===== src/rtl/seq_restoring_divider.sv =====
// Purpose: sequential unsigned restoring divider, one quotient bit per clock, start/done handshake.
// Latency: done high after WIDTH+1 edges from start sampling; one edge when the divisor is zero.
// Backpressure: start is ignored while busy; results are held until the next division completes.
`timescale 1ns/1ps
module seq_restoring_divider #(
  parameter int WIDTH = 4
) (
  input  logic             i_clk,
  input  logic             i_rst_n,
  input  logic             i_start,
  input  logic [WIDTH-1:0] i_dividend,
  input  logic [WIDTH-1:0] i_divisor,
  output logic             o_busy,
  output logic             o_done,
  output logic [WIDTH-1:0] o_quotient,
  output logic [WIDTH-1:0] o_remainder,
  output logic             o_div_by_zero
);

  localparam int CW = $clog2(WIDTH + 1);

  typedef enum logic [1:0] {
    S_IDLE = 2'd0,
    S_RUN  = 2'd1,
    S_FIN  = 2'd2
  } state_t;

  state_t           r_state;
  state_t           w_state_nxt;

  logic [WIDTH-1:0] r_rem;      // partial remainder
  logic [WIDTH-1:0] r_q;        // dividend shifting out / quotient shifting in
  logic [WIDTH-1:0] r_div;      // divisor captured at start
  logic [CW-1:0]    r_cnt;      // restoring steps still to do
  logic [WIDTH-1:0] r_quot;
  logic [WIDTH-1:0] r_rem_out;
  logic             r_dbz;

  logic             w_accept;
  logic             w_div_zero;
  logic             w_last;
  logic [WIDTH:0]   w_rem_sh;
  logic [WIDTH+1:0] w_diff;
  logic             w_ge;
  logic [WIDTH-1:0] w_rem_nxt;
  logic [WIDTH-1:0] w_q_nxt;

  // A new division may launch from IDLE or from the single FIN cycle.
  assign w_accept   = i_start & ((r_state == S_IDLE) | (r_state == S_FIN));
  assign w_div_zero = (i_divisor == '0);
  assign w_last     = (r_cnt == CW'(1));

  // One restoring step: shift {R,Q} left and trial-subtract the divisor.
  // The partial remainder stays below the divisor, so the shifted value fits
  // WIDTH+1 bits and a non-negative difference always fits WIDTH bits; the two
  // top bits of the difference being zero therefore means "no borrow".
  assign w_rem_sh  = {r_rem, r_q[WIDTH-1]};
  assign w_diff    = {1'b0, w_rem_sh} - {2'b00, r_div};
  assign w_ge      = (w_diff[WIDTH+1:WIDTH] == 2'b00);
  assign w_rem_nxt = w_ge ? w_diff[WIDTH-1:0] : w_rem_sh[WIDTH-1:0];
  assign w_q_nxt   = {r_q[WIDTH-2:0], w_ge};

  // State register.
  always_ff @(posedge i_clk or negedge i_rst_n) begin
    if (!i_rst_n) begin
      r_state <= S_IDLE;
    end else begin
      r_state <= w_state_nxt;
    end
  end

  // Next-state decode; a zero divisor skips RUN and reports in FIN directly.
  always_comb begin
    w_state_nxt = r_state;
    case (r_state)
      S_IDLE, S_FIN: begin
        if (w_accept) begin
          w_state_nxt = w_div_zero ? S_FIN : S_RUN;
        end else begin
          w_state_nxt = S_IDLE;
        end
      end
      S_RUN: begin
        if (w_last) begin
          w_state_nxt = S_FIN;
        end
      end
      default: w_state_nxt = S_IDLE;
    endcase
  end

  // Operand capture, iteration, and result registers updated on entry to FIN.
  always_ff @(posedge i_clk or negedge i_rst_n) begin
    if (!i_rst_n) begin
      r_rem     <= '0;
      r_q       <= '0;
      r_div     <= '0;
      r_cnt     <= '0;
      r_quot    <= '0;
      r_rem_out <= '0;
      r_dbz     <= 1'b0;
    end else if (w_accept) begin
      if (w_div_zero) begin
        r_quot    <= '1;
        r_rem_out <= i_dividend;
        r_dbz     <= 1'b1;
      end else begin
        r_rem <= '0;
        r_q   <= i_dividend;
        r_div <= i_divisor;
        r_cnt <= CW'(WIDTH);
      end
    end else if (r_state == S_RUN) begin
      r_rem <= w_rem_nxt;
      r_q   <= w_q_nxt;
      r_cnt <= r_cnt - CW'(1);
      if (w_last) begin
        r_quot    <= w_q_nxt;
        r_rem_out <= w_rem_nxt;
        r_dbz     <= 1'b0;
      end
    end
  end

  assign o_busy        = (r_state == S_RUN);
  assign o_done        = (r_state == S_FIN);
  assign o_quotient    = r_quot;
  assign o_remainder   = r_rem_out;
  assign o_div_by_zero = r_dbz;

endmodule


===== config.mk =====
export PLATFORM = sky130hd
export DESIGN_NAME = seq_restoring_divider
export DESIGN_NICKNAME = d
export VERILOG_FILES = /design/src/rtl/seq_restoring_divider.sv
export SDC_FILE = /design/constraint.sdc
export NUM_CORES = 1
export LEC_CHECK = 0
export CORE_MARGIN = 1
export CORE_UTILIZATION = 45
export CTS_CLUSTER_DIAMETER = 60
export DETAILED_ROUTE_END_ITERATION = 8
export PLACE_DENSITY = 0.71
export SLEW_MARGIN = 20
export SYNTH_ARGS = -nofsm -noshare
export SYNTH_HDL_FRONTEND = slang
export SYNTH_SLANG_ARGS = --single-unit

===== constraint.sdc =====
create_clock -name i_clk -period 1.98 [get_ports i_clk]
set_input_delay 0.396 -clock i_clk [delete_from_list [all_inputs] [get_ports i_clk]]
set_output_delay 0.396 -clock i_clk [all_outputs]
set_load 0.05 [all_outputs]

======== After elaboration in Yosys (flattened, before gate mapping) ========
Index checks and enable logic that the tools add are counted.
word-level totals
  register bits ........................... 26
  word-level logic and storage cells ...... 54
operators by class
  reductions and logical operators ........ 9
  equal/unequal tests ..................... 6
  add/subtract/negate cells ............... 2
  bitwise operators ....................... 3
  muxes and demuxes ....................... 26
operators by type and width
  cell                                                    count
  two-way mux 4 bit                                       15
  two-way mux 3 bit                                       3
  two-way mux 2 bit                                       3
  subtractor 5 x 4 -> 6 bit                               1
  zero test 2 bit                                         2
  zero test 4 bit                                         1
  two-way mux 1 bit                                       4
  inequality test 2 x 1 -> 1 bit (second input constant)  2
  case mux 2 bit (2 select lines)                         1
  AND reduction 2 bit                                     2
  nonzero test 2 bit                                      2
  == test 3 x 1 -> 1 bit (second input constant)          1
  AND reduction 3 bit                                     1
  subtractor 3 x 1 -> 3 bit (second input constant)       1
  == test 2 x 1 -> 1 bit (second input constant)          1
  == test 2 bit (second input constant)                   1
  inequality test 2 bit (second input constant)           1
  OR reduction 2 bit                                      1
  AND 1 bit                                               1
  NOT 1 bit                                               1
  OR 1 bit                                                1

======== Logic depth before layout (Yosys ltp) ========
Gate-level depths: netlist of run 1.
  depth in word-level cells ............... 6
  depth in mapped cells ................... 9
  mapped depth without buffers ............ 9

======== Worst setup path before layout of run 1 ========
Ideal clock, no wire load.
  path kind ............................... reg-to-reg
  start ................................... reg r_q[3]
  end ..................................... reg r_rem_out[2], in the netlist o_remainder[2]
  arrival ................................. 2.026 ns
  data required time ...................... 1.894 ns
  stages on the path, launching flop included .. 10
  slack ................................... -0.132 ns
  cell sequence ........................... dfrtp_1 -> inv_1 -> ha_1 -> inv_1 -> fa_1 -> and3_1 -> nor3_1 -> o31ai_1 -> a311o_1 -> o221ai_2
between the ends
  cells in the longest elaborated chain, start to end .. 6
RTL lines
  element                        RTL line  text
  from (decl)                    32        logic [WIDTH-1:0] r_q;
  from (signal assigned)         109       r_q <= i_dividend;
  from (signal assigned)         115       r_q <= w_q_nxt;
  subtractor 5 x 4 -> 6 bit (*)  58        assign w_diff = {1'b0, w_rem_sh} - {2'b00, r_div};
  zero test 2 bit                59        assign w_ge = (w_diff[WIDTH+1:WIDTH] == 2'b00);
  two-way mux 4 bit (*)          60        assign w_rem_nxt = w_ge ? w_diff[WIDTH-1:0] : w_rem_sh[WIDTH-1:0];
  two-way mux 4 bit (*)          117       if (w_last) begin
  two-way mux 4 bit (*)          113       end else if (r_state == S_RUN) begin
  two-way mux 4 bit (*)          102       end else if (w_accept) begin
  to (signal assigned)           105       r_rem_out <= i_dividend;
  to (signal assigned)           119       r_rem_out <= w_rem_nxt;
  to (decl)                      36        logic [WIDTH-1:0] r_rem_out;
Mark *: on every way between the ends. The rest lies on a longest branch, timed or not. The select of a mux whose other input is x is not followed.
A chain may end at the register's enable or synchronous reset.

======== Worst setup path after layout of run 1 ========
  start ................................... reg r_q[3]
  end ..................................... reg r_rem[0]
between the ends
  cells in the longest elaborated chain, start to end .. 5
RTL lines
  element                    RTL line  text
  subtractor 5 x 4 -> 6 bit  58
  zero test 2 bit            59
  two-way mux 4 bit (*)      60
  two-way mux 4 bit (*)      113
  two-way mux 4 bit (*)      102
  to (signal assigned)       114       r_rem <= w_rem_nxt;
  to (decl)                  31        logic [WIDTH-1:0] r_rem;
Marked as above.

==> metrics.yaml, run 1 <==
sta:
  hold_violations: 0
  max_slew_margin_pct: 66.67
  setup_viol: 8
  rsz0062_at_grt: "true"
  max_freq_mhz: 478.9
  fin_crit_ns: 2.088
  finalCritPeriodShare_pct: 105.5
  tightestPinTransition_ns: 0.4984
  final_max_slew_viol_count: 0
  worst_slack_ns: -0.1081
  clock_skew_ns: 0.02024
cts:
  clockBufferDepth: 2
  root_buffer: "clkbuf_4"
  cts_tree: "done"
  clock_latency_ns: 0.34
  cts.sinks: 26
  ctsHoldBuffers: 0
  h-tree-depth: 1
  clkTransAtPathRegs_ns: 0.16
  numCtsBuffers: 3
detailed_routing:
  vias_per_cell: 5.642
  final_antenna_net_count: 0
  num_vias: 1450
  drtPass1Iterations: 4
  drc: 0
  drtIter0Drc: 73
  routed_wl_mm: 4.058
  wl_per_cell_um: 15.79
layout:
  final_cell_mix: "nand2_1, dfrtp_1, buf_4, clkdlybuf4s50_1"
  final_nets: 232
  final_common_cell: "nand2_1"
  drive_above_1_share_pct: 28.17
  syn_to_final_growth_pct: 43.26
  antenna_cells: 0
worst_setup_path:
  criticalPathCategory: "register to register"
  endpoint_kind: "register"
  worstPathArrival_ns: 2.35
  critPathLaunchType: "register"
  worstPathMaxFanout: 4
  crit_required_ns: 2.24
placed_design:
  gp_congestion: 0.8775
  io_buffer_count: 21
  hpwl_mm: 2.980
  dp_slack_ns: -0.1674
floorplanning:
  core.rowCount: 20
  initial_core_util_pct: 47.93
  die-area_um2: 3511
  fp.coreArea_um2: 3078
  fp.dieH_um: 59.26
  ios: 22
  die_w_um: 59.26
global_routing:
  track_usage_pct: 25.24
  overflow: 0
  antenna_found_initial: 0
  grt_pass1_wl_mm: 6.589
  grt_max_degree: 27
  first_global_vias: 1443
job:
  cap_violations: 0
yosys:
  syn_inst: 164
  syn_nets: 182
  ys_ff_latch: 26
  synthDistinctLibCells: 44
  synth_edf_count: 0
  syn-cell-area_um2: 1475
  synth.avg_cell_area_um2: 8.995
  ys_warn_count: 0
  yosysSeqAreaShare_pct: 44.11
  async_reset_ff_share_pct: 100.0
  synth_ff_type: "dfrtp_1"
status:
  status: "finished with violations"
  violations: "setup timing"
hold_path:
  hold_path_class: "primary input to async pin"
## worst paths after layout
path,end,start,cells past startpoint,slack [ns]
worst max-delay path,r_rem[0]$_DFFE_PN0P_,r_q[3]$_DFFE_PN0P_,11,-0.11
worst min-delay path,r_div[2]$_DFFE_PN0N_,i_rst_n,2,0.41
worst max register to register,r_rem[0]$_DFFE_PN0P_,r_q[3]$_DFFE_PN0P_,11,-0.11
worst min register to register,r_q[0]$_DFFE_PN0P_,r_q[0]$_DFFE_PN0P_,1,0.51
max in group asynchronous,r_rem[1]$_DFFE_PN0P_,i_rst_n,2,1.29
min in group i_clk,r_q[0]$_DFFE_PN0P_,r_q[0]$_DFFE_PN0P_,1,0.51
## metal layers
layer	vias up	track usage, %	part of all wire [%]
met3	10	3.057	4.6
met1	702	32.68	42
met2	52	44.14	51
met4	0	7.143	2.1
met5	-	0	0
li1	686	-	-
## Yosys cell counts, types with 2 or more instances
library cell	number	area [um^2]
a21oi_1	11	55.05
a22oi_1	3	22.52
a31oi_1	3	18.77
and3_1	2	12.51
clkbuf_1	2	7.510
dfrtp_1	26	650.6
ha_1	6	75.07
inv_1	10	37.54
inv_2	2	7.510
mux2i_1	2	20.02
nand2_1	27	101.4
nand2b_1	5	31.28
nand3_1	5	25.02
nor2_1	8	30.03
nor2b_1	4	25.02
nor3_1	3	15.01
nor4_1	2	12.51
o211ai_1	6	45.04
o21ai_0	4	20.02
o21ai_1	9	45.04
## registers in the layout, indices dropped and copies added, names as in the netlist
signal / cells
o_quotient: 4
o_remainder: 4
r_div: 4
r_q: 4
r_rem: 4
r_cnt: 3
r_state: 2
o_div_by_zero: 1
## area by class of cell
type | count | area (um^2)
multi-input combinational | 123 | 879.6
sequential | 26 | 650.6
tap | 44 | 55.05
inverter | 12 | 45.04
clock buffer | 3 | 22.52
timing repair buffer | 48 | 430.4
clock inverter | 1 | 30.03
fill | 260 | 964.7
## worst max-delay path, cell delays in order (launching register included)
cell,delay (ns)
dfrtp_1,0.43
inv_2,0.09
ha_4,0.13
inv_2,0.03
fa_2,0.36
buf_4,0.15
a21oi_4,0.14
o211ai_1,0.12
a22oi_1,0.21
a22oi_1,0.09
buf_4,0.15
o21ai_1,0.10
## stage by stage
| stage | hold WS, ns | instance area, um^2 | util [%] | std cells | setup TNS, ns |
|---|---|---|---|---|---|
| after global routing | 0.4466 | 2113 | 68.66 | 257 | -1.263 |
| after floorplan | 0.1004 | 1494 | - | 164 | 0 |
| final | 0.4065 | 2113 | 68.66 | 257 | -0.5796 |
| after detailed placement | 0.4804 | 1919 | 62.36 | 248 | -1.304 |
| after CTS | 0.4363 | 2039 | 66.26 | 253 | -0.2780 |
| after global placement | 0.4784 | 1919 | 62.36 | 248 | -0.9136 |
## cell families (layout without fill, tap and decap cells)
| kind of cell | Yosys count | count (layout) | share of synthesized area [%] |
|---|---|---|---|
| AO/OA/AOI/OAI | 48 | 48 | 21.46 |
| AND/OR/NAND/NOR | 65 | 65 | 22.14 |
| XOR/XNOR | 1 | 1 | 0.5938 |
| buffers and inverters | 15 | 64 | 3.902 |
| multiplexers | 2 | 2 | 1.357 |
| adder cells (fa/ha/maj) | 7 | 7 | 6.446 |
| flip-flops | 26 | 26 | 44.10 |
## what timing repair did
action | 4_1_cts | 5_1_grt
gates resized for setup | 12 | 10
pin swaps | 5 | 8
endpoints found under the setup margin | 10 | 11
gates cloned | 0 | 0
buffers inserted | 1 | 4
Power of run 1 is not shown: default switching activity piles up to over one toggle a cycle in this logic, so the estimate is an artifact.
==> run 2: changes to the inputs <==
--- a/config.mk
+++ b/config.mk
@@ -10,6 +10,7 @@
 export CTS_CLUSTER_DIAMETER = 60
 export DETAILED_ROUTE_END_ITERATION = 8
 export PLACE_DENSITY = 0.71
+export SKIP_CTS_REPAIR_TIMING = 1
 export SLEW_MARGIN = 20
 export SYNTH_ARGS = -nofsm -noshare
 export SYNTH_HDL_FRONTEND = slang
==> metrics.yaml, run 2 (synthesis results as in run 1) <==
status:
  status: "finished with violations"
  violations: "setup timing"
detailed_routing:
  drc: 0
  drtPass1Iterations: 5
  wl_per_cell_um: 15.65
  vias_per_cell: 5.631
  routed_wl_mm: 3.990
  final_antenna_net_count: 0
  num_vias: 1436
  drtIter0Drc: 91
layout:
  syn_to_final_growth_pct: 40.80
  utilization_pct: 67.48
  final_cells: 255
  final_nets: 230
  fillers: 257
  final_cell_mix: "nand2_1, dfrtp_1, buf_4, clkdlybuf4s50_1, a21oi_1"
  design_area_um2: 2077
  final_common_cell: "nand2_1"
  antenna_cells: 0
  drive_above_1_share_pct: 25.12
cts:
  clkTransAtPathRegs_ns: 0.15
  h-tree-depth: 1
  cts_tree: "done"
  clock_latency_ns: 0.33
  root_buffer: "clkbuf_4"
  numCtsBuffers: 3
  clockBufferDepth: 2
  cts.sinks: 26
global_routing:
  antenna_found_initial: 0
  track_usage_pct: 24.15
  first_global_vias: 1391
  overflow: 0
  grt_max_degree: 27
  grt_pass1_wl_mm: 6.299
sta:
  hold_violations: 0
  worst_slack_ns: -0.1622
  rsz0062_at_grt: "true"
  tns_ns: -0.7462
  fin_crit_ns: 2.142
  final_max_slew_viol_count: 0
  setup_viol: 9
  max_freq_mhz: 466.8
  tightestPinTransition_ns: 0.4983
  clock_skew_ns: 0.01574
  max_slew_margin_pct: 66.67
  finalCritPeriodShare_pct: 108.2
floorplanning:
  ios: 22
  core.rowCount: 20
  fp.coreArea_um2: 3078
  initial_core_util_pct: 47.93
  die-area_um2: 3511
  die_w_um: 59.26
  fp.dieH_um: 59.26
placed_design:
  gp_congestion: 0.8775
  placed_cells: 248
  io_buffer_count: 21
  place_area_um2: 1919
  hpwl_mm: 2.980
worst_setup_path:
  regToRegSetupSlack_ns: -0.16
  critPathLaunchType: "register"
  crit_required_ns: 2.24
  endpoint_kind: "register"
  worstPathArrival_ns: 2.40
  worstPathMaxFanout: 4
  criticalPathCategory: "register to register"
job:
  cap_violations: 0
hold_path:
  hold_path_class: "primary input to async pin"
run 2: cell count changes in the layout (fill, tap and decap cells not counted), sizes merged:
cell / change
buf: -2
run 2: routing by layer:
metal | share of wire [%] | global-route usage [%] | vias to the layer above | routed length, um
met5 | 0 | 0 | - | 0
met4 | 1.7 | 6.463 | 0 | 67
met3 | 4.3 | 2.838 | 8 | 170
met2 | 51 | 41.41 | 46 | 2044
met1 | 43 | 32.17 | 699 | 1708
li1 | - | - | 683 | -
run 2: path summary, 6_finish.rpt:
path                                    startpoint                          to  cells after the start
worst max-delay path            r_q[3]$_DFFE_PN0P_  o_remainder[2]$_DFFE_PN0P_                     10
worst min-delay path                       i_rst_n        r_div[2]$_DFFE_PN0N_                      2
min in group i_clk              r_q[0]$_DFFE_PN0P_          r_q[0]$_DFFE_PN0P_                      1
worst min register to register  r_q[0]$_DFFE_PN0P_          r_q[0]$_DFFE_PN0P_                      1
max in group asynchronous                  i_rst_n   o_quotient[0]$_DFFE_PN0P_                      2
worst max register to register  r_q[3]$_DFFE_PN0P_  o_remainder[2]$_DFFE_PN0P_                     10
run 2: through the flow:
stage / setup WS [ns] / hold WS [ns]
after detailed placement: -0.1674 / 0.4804
after CTS: -0.2066 / 0.4363
final: -0.1622 / 0.4186
after global placement: -0.1300 / 0.4784
after global routing: -0.2622 / 0.4505
after floorplan: 0.003112 / 0.1004
run 2: final cells by class:
cell class	count	area [um^2]	area share, %
tap	44	55.05	2.651
clock inverter	1	30.03	1.446
sequential	26	650.6	31.33
multi-input combinational	123	858.3	41.33
timing repair buffer	46	415.4	20.00
inverter	12	45.04	2.169
clock buffer	3	22.52	1.084
run 2: worst max-delay path, cell delays in order, from the launching register on:
cell and delay (ns):
dfrtp_1 0.43, inv_2 0.09, ha_4 0.13, inv_2 0.03, fa_2 0.35, buf_6 0.15
xnor2_4 0.14, nor3_4 0.16, o31ai_1 0.07, a311o_1 0.35, o221ai_2 0.18
Power of run 2 is left out for the same reason.
==> run 3: changes to the inputs <==
--- a/config.mk
+++ b/config.mk
@@ -5,12 +5,13 @@
 export SDC_FILE = /design/constraint.sdc
 export NUM_CORES = 1
 export LEC_CHECK = 0
-export CORE_MARGIN = 1
+export CORE_MARGIN = 2
 export CORE_UTILIZATION = 45
 export CTS_CLUSTER_DIAMETER = 60
 export DETAILED_ROUTE_END_ITERATION = 8
 export PLACE_DENSITY = 0.71
 export SKIP_CTS_REPAIR_TIMING = 1
+export SKIP_LAST_GASP = 1
 export SLEW_MARGIN = 20
 export SYNTH_ARGS = -nofsm -noshare
 export SYNTH_HDL_FRONTEND = slang
==> metrics.yaml, run 3 (synthesis results as in run 1) <==
detailed_routing:
  drtIter0Drc: 60
  drtPass1Iterations: 4
  drc: 0
  vias_per_cell: 5.765
  num_vias: 1447
  final_antenna_net_count: 0
  wl_per_cell_um: 16.57
  routed_wl_mm: 4.160
floorplanning:
  die_w_um: 61.26
  fp.dieH_um: 61.26
  fp.coreArea_um2: 3078
  core.rowCount: 20
  ios: 22
  initial_core_util_pct: 47.93
  die-area_um2: 3752
layout:
  final_common_cell: "nand2_1"
  drive_above_1_share_pct: 25.60
  syn_to_final_growth_pct: 38.25
  antenna_cells: 0
  final_cells: 251
  utilization_pct: 66.26
  final_cell_mix: "nand2_1, dfrtp_1, buf_4, clkdlybuf4s50_1, a21oi_1"
  final_nets: 226
worst_setup_path:
  worstSetupStartpoint: "r_q[3]$_DFFE_PN0P_"
  r2r-end: "r_q[0]$_DFFE_PN0P_"
  regToRegStartpoint: "r_q[3]$_DFFE_PN0P_"
  crit_path_cell_trace: "inv_2, ha_4, inv_2, fa_2, buf_4, nand3_2, a21oi_1, a31o_2, buf_4, o211ai_1, o21a_1"
  critPathLaunchType: "register"
  crit_required_ns: 2.27
  criticalPathCategory: "register to register"
  worstPathMaxFanout: 6
  endpoint_kind: "register"
  worstPathArrival_ns: 2.42
  max_stage_delay_ns: 0.42
  slowest_stage: "dfrtp_1"
  regToRegSetupSlack_ns: -0.15
  r2r_cells: 11
global_routing:
  track_usage_pct: 24.30
  first_global_vias: 1397
  grt_pass1_wl_mm: 6.582
  grt_max_degree: 27
  overflow: 0
  antenna_found_initial: 0
placed_design:
  placed_cells: 246
  io_buffer_count: 21
  gp_congestion: 0.8717
  hpwl_mm: 3.082
sta:
  hold_slack_ns: 0.4019
  finalCritPeriodShare_pct: 107.3
  rsz0062_at_grt: "true"
  hold_violations: 0
  final_max_slew_viol_count: 0
  tightestPinTransition_ns: 0.5097
  max_freq_mhz: 470.5
  clock_skew_ns: 0.003892
  setup_viol: 5
  worst_slack_ns: -0.1453
  max_slew_margin_pct: 65.91
  fin_crit_ns: 2.125
cts:
  clkTransAtPathRegs_ns: 0.15
  clockBufferDepth: 2
  cts_tree: "done"
  numCtsBuffers: 3
  root_buffer: "clkbuf_4"
  cts.sinks: 26
  h-tree-depth: 1
  clock_latency_ns: 0.33
hold_path:
  hold_path_class: "primary input to async pin"
status:
  violations: "setup timing"
  status: "finished with violations"
job:
  cap_violations: 0
## run 3: changes by cell type in the layout (fill, tap and decap cells not counted), sizes merged
cell / before / now
dlymetal6s2s: 1 / 4
clkdlybuf4s50: 18 / 15
buf: 27 / 23
## run 3: layer usage
metal	vias up	part of all wire (%)	GRT usage, %
li1	676	-	-
met1	712	43	32.04
met2	48	50	40.58
met3	11	4.4	3.151
met4	0	2.5	9.627
met5	-	0	0
## run 3: per-stage QoR
| stage | worst slack, ns | setup TNS [ns] | cell area (um^2) |
|---|---|---|---|
| after global routing | -0.1955 | -0.9514 | 2039 |
| after floorplan | 0.003112 | 0 | 1494 |
| final | -0.1453 | -0.4531 | 2039 |
| after detailed placement | -0.1488 | -0.9289 | 1904 |
| after global placement | -0.1603 | -0.3969 | 1904 |
| after CTS | -0.1571 | -1.012 | 1957 |
## run 3: final cells by class
| class | count | area [um^2] |
|---|---|---|
| Timing Repair Buffer | 42 | 385.4 |
| Fill cell | 260 | 1039 |
| Inverter | 12 | 45.04 |
| Multi-Input combinational cell | 123 | 849.6 |
| Clock buffer | 3 | 22.52 |
| Clock inverter | 1 | 30.03 |
| Sequential cell | 26 | 651.9 |
| Tap cell | 44 | 55.05 |
## run 3: critical path: cells and delay by family (launching register included)
kind | cells | cell delay (ns)
buffers and inverters | 4 | 0.43
AOI/OAI and AO/OA | 4 | 0.63
and+or+nand+nor | 1 | 0.07
DFF | 1 | 0.42
adders and majority gates | 2 | 0.53
## run 3: worst max path at each step
stage,to,slack [ns]
final,r_q[0]$_DFFE_PN0P_,-0.15
after global routing,r_q[0]$_DFFE_PN0P_,-0.20
after CTS,o_remainder[2]$_DFFE_PN0P_,-0.16
after detailed placement,o_remainder[3]$_DFFE_PN0P_,-0.15
after global placement,o_remainder[3]$_DFFE_PN0P_,-0.16
after floorplan,o_remainder[2]$_DFFE_PN0P_,0.003
Power of run 3 is left out for the same reason.
